--- config.mk ---
export PLATFORM = sky130hd
export DESIGN_NAME = id_decode_queue
export DESIGN_NICKNAME = d
export VERILOG_FILES = /design/src/rtl/id_decode_queue.sv
export SDC_FILE = /design/constraint.sdc
export NUM_CORES = 1
export LEC_CHECK = 0
export BUFFER_PORTS_ARGS = -buffer_cell sky130_fd_sc_hd__buf_2
export CAP_MARGIN = 20
export CORE_MARGIN = 3
export CORE_UTILIZATION = 52
export DETAILED_ROUTE_END_ITERATION = 8
export GPL_TIMING_DRIVEN = 0
export HOLD_SLACK_MARGIN = 0.02
export MAX_ROUTING_LAYER = met4
export PLACE_DENSITY = 0.81
export SYNTH_ARGS = -nofsm -noshare
export SYNTH_HDL_FRONTEND = slang
export SYNTH_SLANG_ARGS = --single-unit
--- constraint.sdc ---
create_clock -name clk -period 12.25 [get_ports clk]
set_input_delay 0.6125 -clock clk [delete_from_list [all_inputs] [get_ports clk]]
set_output_delay 0.6125 -clock clk [all_outputs]
set_load 0.1 [all_outputs]
--- src/rtl/id_decode_queue.sv ---
// id_decode_queue: IF->ID instruction buffer with delay-slot tracking, target
// computation and N-source operand forwarding. Optional macro: ID_BYPASS_EN.
module id_decode_queue #(
    parameter int DEPTH   = 4,
    parameter int NUM_FWD = 2,
    parameter int PTR_W   = $clog2(DEPTH)
) (
    input  logic                   clk,
    input  logic                   rst,
    input  logic                   if_valid,
    input  logic [31:0]            if_instr,
    input  logic [31:0]            if_pc,
    output logic                   if_ready,
    input  logic                   flush,
    output logic                   id_valid,
    input  logic                   ex_ready,
    output logic [31:0]            id_instr,
    output logic [31:0]            id_pc,
    output logic [31:0]            id_pc_plus_8,
    output logic [31:0]            id_branch_addr,
    output logic [31:0]            id_jump_addr,
    output logic                   id_bd,
    output logic                   id_is_branch,
    input  logic [31:0]            rf_rs_data,
    input  logic [31:0]            rf_rt_data,
    input  logic [32*NUM_FWD-1:0]  fwd_data,
    input  logic [NUM_FWD-1:0]     fwd_sel_rs,
    input  logic [NUM_FWD-1:0]     fwd_sel_rt,
    output logic [31:0]            rs_value,
    output logic [31:0]            rt_value,
    output logic [PTR_W:0]         count
);

    localparam logic [PTR_W:0] FULL_COUNT = (PTR_W+1)'(DEPTH);

    logic [31:0]      instr_mem [DEPTH];
    logic [31:0]      pc_mem    [DEPTH];
    logic [PTR_W-1:0] wr_ptr;
    logic [PTR_W-1:0] rd_ptr;
    logic [PTR_W:0]   count_q;
    logic             last_issued_branch;

    logic full;
    logic empty;
    logic bypass;
    logic push_req;
    logic pop_req;
    logic bypass_consume;
    logic do_push;
    logic do_pop;

    assign full     = (count_q == FULL_COUNT);
    assign empty    = (count_q == '0);
    assign if_ready = !full;
    assign count    = count_q;

`ifdef ID_BYPASS_EN
    assign bypass   = empty && if_valid && !flush;
    assign id_instr = bypass ? if_instr : instr_mem[rd_ptr];
    assign id_pc    = bypass ? if_pc    : pc_mem[rd_ptr];
`else
    assign bypass   = 1'b0;
    assign id_instr = instr_mem[rd_ptr];
    assign id_pc    = pc_mem[rd_ptr];
`endif

    assign id_valid = !empty || bypass;
    assign id_bd    = last_issued_branch;

    assign push_req       = if_valid && if_ready;
    assign pop_req        = id_valid && ex_ready;
    // A bypassed entry that is consumed immediately never touches storage.
    assign bypass_consume = bypass && ex_ready;
    assign do_push        = push_req && !flush && !bypass_consume;
    assign do_pop         = pop_req  && !flush && !bypass_consume;

    always_ff @(posedge clk) begin
        if (do_push) begin
            instr_mem[wr_ptr] <= if_instr;
            pc_mem[wr_ptr]    <= if_pc;
        end
    end

    always_ff @(posedge clk or negedge rst) begin
        if (!rst) begin
            wr_ptr             <= '0;
            rd_ptr             <= '0;
            count_q            <= '0;
            last_issued_branch <= 1'b0;
        end else if (flush) begin
            wr_ptr             <= '0;
            rd_ptr             <= '0;
            count_q            <= '0;
            last_issued_branch <= 1'b0;
        end else begin
            if (do_push) begin
                wr_ptr <= wr_ptr + PTR_W'(1);
            end
            if (do_pop) begin
                rd_ptr <= rd_ptr + PTR_W'(1);
            end
            case ({do_push, do_pop})
                2'b10:   count_q <= count_q + (PTR_W+1)'(1);
                2'b01:   count_q <= count_q - (PTR_W+1)'(1);
                default: count_q <= count_q;
            endcase
            if (pop_req) begin
                last_issued_branch <= id_is_branch;
            end
        end
    end

    logic [5:0]  opcode;
    logic [5:0]  funct;
    logic [31:0] pc_plus_4;

    assign opcode    = id_instr[31:26];
    assign funct     = id_instr[5:0];
    assign pc_plus_4 = id_pc + 32'd4;

    assign id_pc_plus_8   = id_pc + 32'd8;
    assign id_branch_addr = pc_plus_4 + {{14{id_instr[15]}}, id_instr[15:0], 2'b00};
    assign id_jump_addr   = {pc_plus_4[31:28], id_instr[25:0], 2'b00};

    always_comb begin
        id_is_branch = 1'b0;
        case (opcode)
            6'b000001, 6'b000010, 6'b000011,
            6'b000100, 6'b000101, 6'b000110, 6'b000111: id_is_branch = 1'b1;
            6'b000000: id_is_branch = (funct == 6'b001000) || (funct == 6'b001001);
            default:   id_is_branch = 1'b0;
        endcase
    end

    // Scan from the oldest source down so the lowest selected index wins.
    always_comb begin
        rs_value = rf_rs_data;
        rt_value = rf_rt_data;
        for (int i = NUM_FWD - 1; i >= 0; i--) begin
            if (fwd_sel_rs[i]) begin
                rs_value = fwd_data[32*i +: 32];
            end
            if (fwd_sel_rt[i]) begin
                rt_value = fwd_data[32*i +: 32];
            end
        end
    end

endmodule

# Word level (Yosys, flattened, before mapping)
# Memories as Yosys holds them, arrays and structs flattened.
# Cells that the tools add are included.
[classes]
n_mux = 15
n_addsub = 7
eq_ne = 12
n_reduce_logical = 15
[op_table]
columns = ["cell", "n"]
rows = [
  ["two-way mux 32 bit", 4],
  ["adder 32 x 3 -> 32 bit (second input constant)", 1],
  ["adder 32 bit", 1],
  ["adder 32 x 4 -> 32 bit (second input constant)", 1],
  ["equality test 6 x 3 -> 1 bit (second input constant)", 4],
  ["equality test 6 x 2 -> 1 bit (second input constant)", 2],
  ["equality test 6 x 4 -> 1 bit (second input constant)", 2],
  ["two-way mux 2 bit", 4],
  ["OR reduction 7 bit", 1],
  ["equality test 6 x 1 -> 1 bit (second input constant)", 1],
  ["zero test 6 bit", 1],
  ["one-hot mux 3 bit (2 select lines)", 1],
  ["nonzero test 2 bit", 3],
  ["adder 2 x 1 -> 2 bit (second input constant)", 2],
  ["logical AND 1 bit", 4],
  ["two-way mux 1 bit", 4],
  ["adder 3 x 1 -> 3 bit (second input constant)", 1],
  ["equality test 3 bit (second input constant)", 1],
  ["zero test 1 bit", 3],
  ["zero test 3 bit", 1],
  ["two-way mux 3 bit", 1],
  ["nonzero test 3 bit", 1],
  ["subtractor 3 x 1 -> 3 bit (second input constant)", 1],
  ["equality test 2 x 1 -> 1 bit (second input constant)", 1],
  ["3 further kinds", 3],
]
[totals]
in_bits = 201
n_memories = 2
ram_bits = 256
elab_cells = 55
out_inout_bits = 231
regBits = 8
[memory_table]
columns = ["memory", "depth", "width", "read_ports", "rd_clocked_by_memory_dff", "wr", "line_no", "rtl"]
rows = [
  ["instr_mem", 4, 32, 1, 0, 1, "36", "logic [31:0] instr_mem [DEPTH];"],
  ["pc_mem", 4, 32, 1, 0, 1, "37", "logic [31:0] pc_mem [DEPTH];"],
]

# Depth between registers and ports, before layout
# Gate-level depths: netlist of run 1.
[logic_depth]
depth_word = 7
depth_mapped = 21
mapped_depth_nobuf = 18

# Worst setup path after synthesis of run 1
# Ideal clock, no wire load.
[synth_timing]
kind = "register -> output"
start = "register rd_ptr[0]"
end = "output id_branch_addr[30]"
t_arrival_ns = 8.147
path_stages_with_launch = 16
path_buffers = 6
required_ns = 11.637
setup_slack_ns = 3.490
path_cell_list = "dfrtp_1 buf_6 buf_12 buf_12 buf_8 mux4_2 clkbuf_1 ha_1 nand2_1 or3_1 buf_2 nor2_1 nand2_1 xnor2_1 ha_1 o311ai_1"
[synth_between]
elab_chain_len = 3
elab_cells_between_ends = 4
cone_classes = "add/sub (2); memory (2)"
[synth_rtl]
columns = ["element", "line_no", "rtl"]
rows = [
  ["start: declaration", "39", "logic [PTR_W-1:0] rd_ptr;"],
  ["start signal: assignment", "100", "rd_ptr <= rd_ptr + PTR_W'(1);"],
  ["memory read (4 x 32 bit)", "-", ""],
  ["via id_pc[2]", "18", "output logic [31:0] id_pc,"],
  ["adder 32 x 3 -> 32 bit", "119", "assign pc_plus_4 = id_pc + 32'd4;"],
  ["via id_jump_addr[30]", "21", "output logic [31:0] id_jump_addr,"],
  ["adder 32 bit", "122", "assign id_branch_addr = pc_plus_4 + {{14{id_instr[15]}}, id_instr[15:0], 2'b00};"],
  ["end: declaration", "20", "output logic [31:0] id_branch_addr,"],
]
# The timed path passes the listed nets, and every way through them passes these cells.

# Worst setup path in the final report of run 1
[layout_timing]
start = "register rd_ptr[1]"
end = "output id_branch_addr[26]"
[layout_between]
elab_chain_len = 3
elab_cells_between_ends = 4
cone_classes = "add/sub (2); memory (2)"
[layout_rtl]
columns = ["element", "line_no"]
rows = [
  ["memory read (4 x 32 bit)", "-"],
  ["adder 32 x 3 -> 32 bit", "119"],
  ["adder 32 bit *", "122"],
]
# Mark *: on every way between the ends. The rest lies on a longest branch, timed or not.

==> impl_metrics.env, run 1 <==
export IMPL_yosysSeqAreaShare_pct=57.1
export IMPL_nets=1681
export IMPL_numCtsBuffers=25
export IMPL_setup_worst_path_end_class="output pin"
export IMPL_hpwl_dp_mm=32.3
export IMPL_hold_path_depth=1
export IMPL_min_from="if_instr[20]"
export IMPL_maxCapViolations=0
export IMPL_grt_pass1_vias=10200
export IMPL_synthDominantAreaCellType="sky130_fd_sc_hd__edfxtp_1"
export IMPL_drv_slew=0
export IMPL_post_synth_and_or_nand_nor_area_fraction_pct=7.86
export IMPL_drc=0
export IMPL_clk_root_buffer_cell="sky130_fd_sc_hd__clkbuf_16"
export IMPL_synth_area_per_cell_um2=14.0
export IMPL_post_synth_inst_count=985
export IMPL_dpl_cell_count=1749
export IMPL_setup_tns_final_ns=0
export IMPL_numClockSinks=264
export IMPL_fillers=1908
export IMPL_hold_path_class="input pin to register"
export IMPL_timing_fmax_mhz=132
export IMPL_synth_async_sr_flop_share_pct=3.03
export IMPL_multi_input_area_um2=5400
export IMPL_sequential_cell_area_um2=7890
export IMPL_viasPerCell=5.64
export IMPL_timing_critical_path_required_ns=11.64
export IMPL_finalCriticalPeriod_ns=7.60
export IMPL_compound_cell_area_share_of_the_yosys_netlist_pct=6.61
export IMPL_data_arrival_time_at_the_worst_slack_endpoint_ns=6.99
export IMPL_layout_drive_gt1_share_pct=40.5
export IMPL_tritoncts="yes"
export IMPL_placementRows=59
export IMPL_synth_seq_cells=264
export IMPL_synth_edf_count=256
export IMPL_yosysWarningCount=0
export IMPL_detail_route_iter0_violations=716
export IMPL_unrepaired_setup_endpoints_after_global_routing="no"
export IMPL_setup_viol=0
export IMPL_clockBufferDepth=3
export IMPL_r2r_setup_slack_ns=8.95
export IMPL_synth_most_common_cell="sky130_fd_sc_hd__edfxtp_1"
export IMPL_groute_usage_overall_pct=29.6
export IMPL_pin_slew_with_the_least_headroom_to_its_limit_ns=0.906
export IMPL_number_of_antenna_violations_at_the_first_check_in_global_routing=3
export IMPL_synth_cell_area_um2=13800
export IMPL_setup_worst_path_class="register to output pin"
export IMPL_slew_headroom_pct=39.6
export IMPL_die_w_um=169
export IMPL_routed_wirelength_mm=42.3
export IMPL_synth_xor_area_share_pct=5.63
export IMPL_run_status="finished clean"
export IMPL_grt_max_degree=60
export IMPL_insertion_delay_ns=0.53
export IMPL_clkTransAtPathRegs_ns=0.07
export IMPL_drt_pass_1_iters=5
export IMPL_top_reg_cell_synth="sky130_fd_sc_hd__edfxtp_1"
export IMPL_synth_top_family_by_area="multiplexers"
export IMPL_layout_worst_path_cycle_share_pct=62.1
export IMPL_post_synthesis_share_of_cell_area_spent_on_full_adders_half_adders_and_majority_gates_pct=3.55
export IMPL_worstHoldEndpoint="instr_mem[1][20]$_DFFE_PP_"
export IMPL_timing_hold_violations_final=0
export IMPL_h_tree_depth=1
export IMPL_synth_common_cells="sky130_fd_sc_hd__edfxtp_1, sky130_fd_sc_hd__nand2_1, sky130_fd_sc_hd__o21ai_0"
export IMPL_avgRoutedWirePerCell_um=23.5
export IMPL_crit_reg2reg_capture="id_bd$_DFFE_PN0P_"
export IMPL_postCtsSetupBuffers=0
export IMPL_netlist_cell_type_count=64
export IMPL_io_buffers=424
export IMPL_yosys_area_top_type_share_pct=55.6
export IMPL_fp_coreArea_um2=26100
export IMPL_globalplace_congestion=0.958
export IMPL_yosys_mux_area_fraction_pct=15.3
export IMPL_instances_no_fill=1800
export IMPL_die_ar_um2=28600
export IMPL_cts_repair_resized=0
export IMPL_crit_path_start_kind="register"
export IMPL_timing_clock_skew_ns=0.0131
export IMPL_floorplan_die_height_um=169
export IMPL_synth_area_top_cells="sky130_fd_sc_hd__edfxtp_1, sky130_fd_sc_hd__mux4_2, sky130_fd_sc_hd__mux2i_1, sky130_fd_sc_hd__xnor2_1, sky130_fd_sc_hd__ha_1"
export IMPL_critical_path_peak_fanout=10
export IMPL_syn2layout_area_growth_pct=25.1
export IMPL_globalRoute_totalOverflow=0
export IMPL_r2r_start="rd_ptr[1]$_DFFE_PN0P_"
export IMPL_io_pins=432
export IMPL_drtAntennaViolNets=0
export IMPL_global_route_wire_length_before_repair_mm=62.0
export IMPL_worstRegToRegCells=9
export IMPL_floorplan_initialDensity_pct=53.0
export IMPL_route_vias_total=10100
==> layout by cell type (no fill, tap or decap), drive strengths merged, types with 4 or more instances in the layout <==
cell type and instances:
nand2 113, buf 480, xor2 35, nand4 9, a21oi 21, and2 12
nand3 13, and3 5, dfrtp 8, nor2 36, clkinv 7, ha 36
xnor2 53, o21ai 78, mux2i 65, clkbuf 65, or3 5, mux4 64
a211oi 6, a21boi 4, a21o 22, nor3 9, diode 4, inv 13
edfxtp 256, and4 6, o21bai 4
==> area by class of cell <==
| cell class | instances | share of cell area, % |
|---|---|---|
| Clock buffer | 34 | 3.93 |
| Antenna cell | 4 | 0.0579 |
| Inverter | 9 | 0.195 |
| Timing Repair Buffer | 429 | 13.0 |
| Buffer | 83 | 2.94 |
| Tap cell | 335 | 2.42 |
| Sequential cell | 264 | 45.6 |
| Clock inverter | 12 | 0.615 |
| Multi-Input combinational cell | 630 | 31.2 |
==> timing repair <==
action | in CTS | in global routing
endpoints found under the hold margin | 8 | 0
setup endpoints to repair | 0 | 0
hold buffers | 1 | 0
==> cell families (layout without fill, tap and decap cells) <==
logic type,after synthesis,in the layout
adders and majority gates,38,38
DFF,264,264
xor gates and xnor gates,88,88
buffers and inverters,92,567
muxes,129,129
other,1,6
and+or+nand+nor,220,220
AOI/OAI and AO/OA,153,153
==> worst max-delay path, cell delays in order, from the launching register on <==
cell and delay [ns]:
sky130_fd_sc_hd__dfrtp_1 0.35, sky130_fd_sc_hd__buf_2 0.26, sky130_fd_sc_hd__buf_4 0.25, sky130_fd_sc_hd__buf_2 0.30, sky130_fd_sc_hd__buf_4 0.27, sky130_fd_sc_hd__clkbuf_1 0.56, sky130_fd_sc_hd__clkbuf_1 0.62, sky130_fd_sc_hd__mux4_2 0.48
sky130_fd_sc_hd__ha_1 0.30, sky130_fd_sc_hd__fa_1 0.45, sky130_fd_sc_hd__a211oi_1 0.32, sky130_fd_sc_hd__o21ai_0 0.23, sky130_fd_sc_hd__nand4bb_1 0.18, sky130_fd_sc_hd__nand4b_1 0.12, sky130_fd_sc_hd__a21o_1 0.26, sky130_fd_sc_hd__a221oi_1 0.64
sky130_fd_sc_hd__o21ai_0 0.22, sky130_fd_sc_hd__xor2_1 0.18, sky130_fd_sc_hd__buf_2 0.45
==> per-stage QoR <==
stage          setup WS (ns)  utilization, %  area, um^2  hold WS [ns]
2_1_floorplan           3.49               -       13800         0.317
3_3_place_gp            5.18            62.8       16400         0.465
3_5_place_dp            5.19            63.2       16500         0.469
4_1_cts                 4.61            66.3       17300         0.272
5_1_grt                 4.21            66.3       17300         0.283
6_report                4.65            66.3       17300         0.292
==> state kept, by name, summed over array words and instances, names as in the netlist <==
| signal | flops |
|---|---|
| instr_mem | 128 |
| pc_mem | 128 |
| count | 3 |
| rd_ptr | 2 |
| wr_ptr | 2 |
| id_bd | 1 |
==> per-layer routing <==
metal	GRT usage, %	part of all wire, %
met1	34.0	35
met3	5.67	8.0
met2	51.5	52
met4	11.6	4.1
met5	-	0
==> worst max path at each step <==
stage	slack, ns	start	cells past startpoint	to
floorplan	3.49	rd_ptr[0]$_DFFE_PN0P_	15	id_branch_addr[30]
global placement	5.18	rd_ptr[1]$_DFFE_PN0P_	18	id_branch_addr[26]
detailed placement	5.19	rd_ptr[1]$_DFFE_PN0P_	18	id_branch_addr[26]
CTS	4.61	rd_ptr[1]$_DFFE_PN0P_	18	id_branch_addr[26]
global route	4.21	rd_ptr[1]$_DFFE_PN0P_	18	id_branch_addr[26]
finish	4.65	rd_ptr[1]$_DFFE_PN0P_	18	id_branch_addr[26]
Power of run 1 is not shown: default switching activity piles up to over one toggle a cycle in this logic, so the estimate is an artifact.
==> run 2, diff against run 1 <==
- clock period: 12.25 -> 7 ns (I/O delays scaled with it)
==> impl_metrics.env, run 2 (synthesized netlist as in run 1, its figures left out) <==
export IMPL_io_pins=432
export IMPL_timing_hold_violations_final=0
export IMPL_clkTransAtPathRegs_ns=0.07
export IMPL_setup_tns_final_ns=0
export IMPL_avgRoutedWirePerCell_um=23.6
export IMPL_viasPerCell=5.68
export IMPL_setup_worst_path_end_class="output pin"
export IMPL_insertion_delay_ns=0.52
export IMPL_crit_path_start_kind="register"
export IMPL_detail_route_iter0_violations=851
export IMPL_timing_clock_skew_ns=0.0229
export IMPL_mostFrequentLayoutCell="sky130_fd_sc_hd__buf_2"
export IMPL_most_frequent_cells_in_the_layout="sky130_fd_sc_hd__buf_2, sky130_fd_sc_hd__edfxtp_1, sky130_fd_sc_hd__nand2_1, sky130_fd_sc_hd__o21ai_0, sky130_fd_sc_hd__mux2i_1"
export IMPL_floorplan_initialDensity_pct=53.0
export IMPL_grt_max_degree=57
export IMPL_dp_worst_setup_slack_ns=0.167
export IMPL_die_ar_um2=28600
export IMPL_global_route_wire_length_before_repair_mm=61.7
export IMPL_clk_root_buffer_cell="sky130_fd_sc_hd__clkbuf_16"
export IMPL_setup_viol=0
export IMPL_globalRoute_totalOverflow=0
export IMPL_fin_hold_ws_ns=0.0422
export IMPL_drc=0
export IMPL_pin_slew_with_the_least_headroom_to_its_limit_ns=0.908
export IMPL_nets=1681
export IMPL_placementRows=59
export IMPL_routed_wirelength_mm=42.5
export IMPL_sequential_cell_area_um2=7890
export IMPL_slew_headroom_pct=39.4
export IMPL_numCtsBuffers=24
export IMPL_final_design_area_no_fill_um2=17400
export IMPL_drtAntennaViolNets=0
export IMPL_timing_fmax_mhz=152
export IMPL_tritoncts="yes"
export IMPL_worst_slack_ns=0.439
export IMPL_hpwl_dp_mm=32.4
export IMPL_unrepaired_setup_endpoints_after_global_routing="no"
export IMPL_numClockSinks=264
export IMPL_critical_path_peak_fanout=19
export IMPL_grt_pass1_vias=10300
export IMPL_drt_pass_1_iters=5
export IMPL_groute_usage_overall_pct=29.3
export IMPL_drv_slew=0
export IMPL_globalplace_congestion=0.974
export IMPL_die_w_um=169
export IMPL_hold_path_class="input pin to register"
export IMPL_maxCapViolations=0
export IMPL_route_vias_total=10200
export IMPL_multi_input_area_um2=5460
export IMPL_postPlaceCellArea_um2=16500
export IMPL_fp_coreArea_um2=26100
export IMPL_timing_critical_path_required_ns=6.65
export IMPL_layout_drive_gt1_share_pct=41.7
export IMPL_setup_worst_path_class="register to output pin"
export IMPL_run_status="finished clean"
export IMPL_h_tree_depth=1
export IMPL_finalCriticalPeriod_ns=6.56
export IMPL_io_buffers=424
export IMPL_floorplan_die_height_um=169
export IMPL_syn2layout_area_growth_pct=25.7
export IMPL_clockBufferDepth=3
export IMPL_data_arrival_time_at_the_worst_slack_endpoint_ns=6.21
export IMPL_layout_worst_path_cycle_share_pct=93.7
export IMPL_number_of_antenna_violations_at_the_first_check_in_global_routing=8
export IMPL_fillers=1917
[run 2: cell count changes in the layout (fill, tap and decap cells not counted), moves of 5 or more]
| cell | previous run | this run |
|---|---|---|
| sky130_fd_sc_hd__clkbuf_4 | 0 | 6 |
| sky130_fd_sc_hd__clkbuf_1 | 38 | 32 |
| sky130_fd_sc_hd__buf_2 | 432 | 426 |
| sky130_fd_sc_hd__diode_2 | 4 | 9 |
[run 2: critical path, cell delays in order, from the launching register on]
cell                        delay (ns)
sky130_fd_sc_hd__dfrtp_1          0.35
sky130_fd_sc_hd__buf_2            0.28
sky130_fd_sc_hd__buf_4            0.26
sky130_fd_sc_hd__buf_2            0.31
sky130_fd_sc_hd__buf_6            0.27
sky130_fd_sc_hd__mux4_2           0.39
sky130_fd_sc_hd__ha_1             0.24
sky130_fd_sc_hd__nand2_1          0.19
sky130_fd_sc_hd__or3_1            0.41
sky130_fd_sc_hd__buf_2            0.16
sky130_fd_sc_hd__nor2_1           0.23
sky130_fd_sc_hd__xor2_1           0.18
sky130_fd_sc_hd__ha_1             0.33
sky130_fd_sc_hd__a21o_1           0.24
sky130_fd_sc_hd__a21o_1           0.18
sky130_fd_sc_hd__a21oi_1          0.19
sky130_fd_sc_hd__nor2_1           0.08
sky130_fd_sc_hd__a2111oi_0        0.41
sky130_fd_sc_hd__nor2_1           0.09
sky130_fd_sc_hd__a211oi_1         0.37
sky130_fd_sc_hd__xnor2_2          0.16
sky130_fd_sc_hd__clkbuf_4         0.35
[run 2: area by class of cell]
class	instances	share of cell area, %
diodes	9	0.130
flip-flops and latches	264	45.4
plain buffers	81	2.93
repair buffers	432	13.1
inverters	9	0.195
multi-input cells	630	31.5
well taps	335	2.41
clock inverters	13	0.627
clock buffers	30	3.70
[run 2: metrics by stage]
stage	utilization, %	std cells
6_report	66.6	1803
5_1_grt	66.6	1802
4_1_cts	66.3	1791
3_5_place_dp	63.4	1749
3_3_place_gp	62.9	1745
2_1_floorplan	-	986
[run 2: worst paths after layout]
check / start / end / slack (ns) / cells past startpoint
min in group asynchronous: rst / id_bd$_DFFE_PN0P_ / 0.20 / 2
worst max register to register: rd_ptr[1]$_DFFE_PN0P_ / id_bd$_DFFE_PN0P_ / 3.91 / 10
worst max-delay path: rd_ptr[1]$_DFFE_PN0P_ / id_branch_addr[29] / 0.44 / 21
max in group asynchronous: rst / wr_ptr[0]$_DFFE_PN0P_ / 6.61 / 2
worst min-delay path: if_instr[18] / instr_mem[1][18]$_DFFE_PP_ / 0.04 / 1
worst min register to register: id_bd$_DFFE_PN0P_ / id_bd$_DFFE_PN0P_ / 0.53 / 2
[run 2: per-layer routing]
metal | vias up | global-route usage (%) | wire length [um]
li1 | 4663 | - | -
met1 | 5011 | 33.3 | 15100
met2 | 475 | 51.4 | 22100
met3 | 93 | 5.82 | 3390
met4 | 0 | 11.6 | 1870
met5 | - | - | 0
[run 2: what timing repair did]
action / in CTS / in global routing
setup endpoints to repair: 8 / 9
resized for setup: 1 / 11
buffers inserted: 0 / 3
hold endpoints to repair: 8 / 0
hold buffers: 1 / 0
Power of run 2 is left out for the same reason.
==> run 3, diff against run 2 <==
- ABC_AREA: default -> 1
- CELL_PAD_IN_SITES_DETAIL_PLACEMENT: default -> 0
- CELL_PAD_IN_SITES_GLOBAL_PLACEMENT: default -> 1
- CORE_UTILIZATION: 52 -> 39
- PLACE_DENSITY: 0.81 -> default
- PLACE_DENSITY_LB_ADDON: default -> 0.1
==> impl_metrics.env, run 3 <==
export IMPL_run_status="finished clean"
export IMPL_hpwl_dp_mm=45.0
export IMPL_grt_max_degree=27
export IMPL_globalRoute_totalOverflow=0
export IMPL_yosysWarningCount=0
export IMPL_worstRegToRegCells=10
export IMPL_number_of_antenna_violations_at_the_first_check_in_global_routing=6
export IMPL_layout_worst_path_cycle_share_pct=88.7
export IMPL_unrepaired_setup_endpoints_after_global_routing="no"
export IMPL_postCtsSetupBuffers=0
export IMPL_floorplan_die_height_um=202
export IMPL_routed_wirelength_mm=55.6
export IMPL_yosys_area_top_type_share_pct=51.2
export IMPL_most_frequent_cells_in_the_layout="sky130_fd_sc_hd__buf_2, sky130_fd_sc_hd__nand2_1, sky130_fd_sc_hd__edfxtp_1, sky130_fd_sc_hd__inv_1, sky130_fd_sc_hd__o21ai_0"
export IMPL_timing_critical_path_required_ns=6.65
export IMPL_nets=2336
export IMPL_synth_cell_area_um2=15000
export IMPL_globalplace_congestion=0.962
export IMPL_io_buffers=427
export IMPL_numCtsBuffers=25
export IMPL_die_w_um=202
export IMPL_groute_usage_overall_pct=27.1
export IMPL_slew_headroom_pct=45.1
export IMPL_global_route_wire_length_before_repair_mm=81.2
export IMPL_detail_route_iter0_violations=882
export IMPL_setup_worst_path_end_class="output pin"
export IMPL_io_pins=432
export IMPL_instances_no_fill=2634
export IMPL_synth_edf_count=256
export IMPL_fp_coreArea_um2=37800
export IMPL_synthDominantAreaCellType="sky130_fd_sc_hd__edfxtp_1"
export IMPL_clk_root_buffer_cell="sky130_fd_sc_hd__clkbuf_16"
export IMPL_r2r_start="rd_ptr[0]$_DFFE_PN0P_"
export IMPL_synth_seq_cells=264
export IMPL_setup_viol=0
export IMPL_hold_path_depth=1
export IMPL_die_ar_um2=40900
export IMPL_timing_fmax_mhz=161
export IMPL_r2r_setup_slack_ns=4.34
export IMPL_synth_area_top_cells="sky130_fd_sc_hd__edfxtp_1, sky130_fd_sc_hd__nand2_1, sky130_fd_sc_hd__inv_1, sky130_fd_sc_hd__o21ai_0, sky130_fd_sc_hd__xor2_1"
export IMPL_drtAntennaViolNets=0
export IMPL_cp_cell_sequence="buf_6 > clkbuf_1 > clkbuf_1 > clkbuf_1 > o21ai_0 > o22ai_1 > ha_1 > fa_1 > nand3_1 > nand2_1 > a21boi_0 > o21ai_0 > nand2_1 > nand2_1 > nand3_1 > nand2_1 > xor2_1 > buf_2"
export IMPL_utilization_pct=50.1
export IMPL_top_reg_cell_synth="sky130_fd_sc_hd__edfxtp_1"
export IMPL_postPlaceCellArea_um2=18100
export IMPL_crit_buf_inv=5
export IMPL_crit_path_start_kind="register"
export IMPL_pin_slew_with_the_least_headroom_to_its_limit_ns=0.822
export IMPL_floorplan_initialDensity_pct=39.7
export IMPL_hold_path_class="input pin to register"
export IMPL_placementRows=71
export IMPL_post_synth_and_or_nand_nor_area_fraction_pct=17.5
export IMPL_drt_pass_1_iters=5
export IMPL_post_synth_inst_count=1630
export IMPL_yosys_mux_area_fraction_pct=0
export IMPL_finalCriticalPeriod_ns=6.21
export IMPL_insertion_delay_ns=0.52
export IMPL_synth_area_per_cell_um2=9.20
export IMPL_most_common_cell_on_crit_path="sky130_fd_sc_hd__nand2_1"
export IMPL_synth_async_sr_flop_share_pct=3.03
export IMPL_maxCapViolations=0
export IMPL_cts_repair_resized=0
export IMPL_h_tree_depth=1
export IMPL_syn2layout_area_growth_pct=26.0
export IMPL_setup_tns_final_ns=0
export IMPL_drc=0
export IMPL_dpl_cell_count=2580
export IMPL_tritoncts="yes"
export IMPL_clockBufferDepth=3
export IMPL_post_synthesis_share_of_cell_area_spent_on_full_adders_half_adders_and_majority_gates_pct=3.27
export IMPL_cp_num_cells=18
export IMPL_route_vias_total=13300
export IMPL_synth_top_family_by_area="simple AND/OR/NAND/NOR gates"
export IMPL_netlist_cell_type_count=42
export IMPL_setup_worst_path_class="register to output pin"
export IMPL_layout_drive_gt1_share_pct=29.1
export IMPL_timing_clock_skew_ns=0.0113
export IMPL_drv_slew=0
export IMPL_mostFrequentLayoutCell="sky130_fd_sc_hd__buf_2"
export IMPL_min_from="if_instr[22]"
export IMPL_final_design_area_no_fill_um2=18900
export IMPL_critPathTopFamily="buffers and inverters"
export IMPL_compound_cell_area_share_of_the_yosys_netlist_pct=12.4
export IMPL_avgRoutedWirePerCell_um=21.1
export IMPL_synth_xor_area_share_pct=4.55
export IMPL_critical_path_peak_fanout=10
export IMPL_yosysSeqAreaShare_pct=52.6
export IMPL_slowest_delay_ns=0.53
export IMPL_cts_hold_buffers_added=1
export IMPL_data_arrival_time_at_the_worst_slack_endpoint_ns=5.86
export IMPL_timing_hold_violations_final=0
export IMPL_grt_pass1_vias=12800
export IMPL_synth_most_common_cell="sky130_fd_sc_hd__nand2_1"
export IMPL_viasPerCell=5.03
export IMPL_crit_reg2reg_capture="id_bd$_DFFE_PN0P_"
export IMPL_clkTransAtPathRegs_ns=0.06
export IMPL_worstHoldEndpoint="instr_mem[2][22]$_DFFE_PP_"
export IMPL_numClockSinks=264
export IMPL_crit_slowest_cell="sky130_fd_sc_hd__clkbuf_1"
export IMPL_synth_common_cells="sky130_fd_sc_hd__nand2_1, sky130_fd_sc_hd__edfxtp_1, sky130_fd_sc_hd__inv_1"
[run 3: cell types whose count changed in the layout (fill, tap and decap cells not counted), moves of 65 or more]
cell                      change
sky130_fd_sc_hd__nand2_1    +211
sky130_fd_sc_hd__inv_1      +207
sky130_fd_sc_hd__nor2_1      +79
sky130_fd_sc_hd__o21ai_0     +75
sky130_fd_sc_hd__nand3_1     +68
sky130_fd_sc_hd__mux2i_1     -65
[run 3: worst register-to-register path: stages, from the launching register on]
cell	delay [ns]
sky130_fd_sc_hd__dfrtp_1	0.44
sky130_fd_sc_hd__inv_2	0.13
sky130_fd_sc_hd__buf_6	0.16
sky130_fd_sc_hd__buf_6	0.16
sky130_fd_sc_hd__clkbuf_1	0.42
sky130_fd_sc_hd__o21ai_0	0.14
sky130_fd_sc_hd__o22ai_1	0.47
sky130_fd_sc_hd__nand3_1	0.15
sky130_fd_sc_hd__nor2_1	0.21
sky130_fd_sc_hd__o21ai_0	0.16
sky130_fd_sc_hd__a21oi_1	0.15
[run 3: per-stage QoR]
step	hold WS, ns	setup WS [ns]
3_5_place_dp	0.207	1.24
5_1_grt	0.0310	0.370
3_3_place_gp	0.212	0.391
6_report	0.0406	0.793
4_1_cts	0.0227	0.662
2_1_floorplan	0.0544	-0.213
[run 3: worst max-delay path by stage]
stage | to | slack (ns) | startpoint
finish | id_branch_addr[22] | 0.79 | rd_ptr[1]$_DFFE_PN0P_
CTS | id_branch_addr[22] | 0.66 | rd_ptr[1]$_DFFE_PN0P_
floorplan | id_branch_addr[28] | -0.21 | rd_ptr[0]$_DFFE_PN0P_
global placement | pc_mem[3][21]$_DFFE_PP_ | 0.39 | count[1]$_DFFE_PN0P_
global route | id_branch_addr[22] | 0.37 | rd_ptr[1]$_DFFE_PN0P_
detailed placement | id_branch_addr[22] | 1.24 | rd_ptr[1]$_DFFE_PN0P_
[run 3: cells by family (layout without fill, tap and decap cells)]
kind of cell             count (synthesis)  after routing
AND/OR/NAND/NOR                        602            602
buffers and inverters                  329            813
XOR/XNOR                                78             78
AO/OA/AOI/OAI                          318            318
flip-flops                             264            264
other                                    1             10
adder cells (fa/ha/maj)                 38             38
[run 3: final cells by class]
type / instances / area, um^2
fill: 3645 / 18800
sequential: 264 / 7890
multi-input combinational: 1038 / 5720
timing repair buffer: 439 / 2380
inverter: 228 / 856
tap: 511 / 639
clock buffer: 28 / 637
buffer: 101 / 606
clock inverter: 17 / 166
antenna: 8 / 20.0
[run 3: per-layer routing]
metal,global-route usage [%],wire length [um],vias to the layer above
li1,-,-,6409
met1,35.7,24000,6301
met2,44.3,26500,481
met3,3.32,3440,67
met4,8.09,1690,0
met5,-,0,-
Power of run 3 is left out for the same reason.
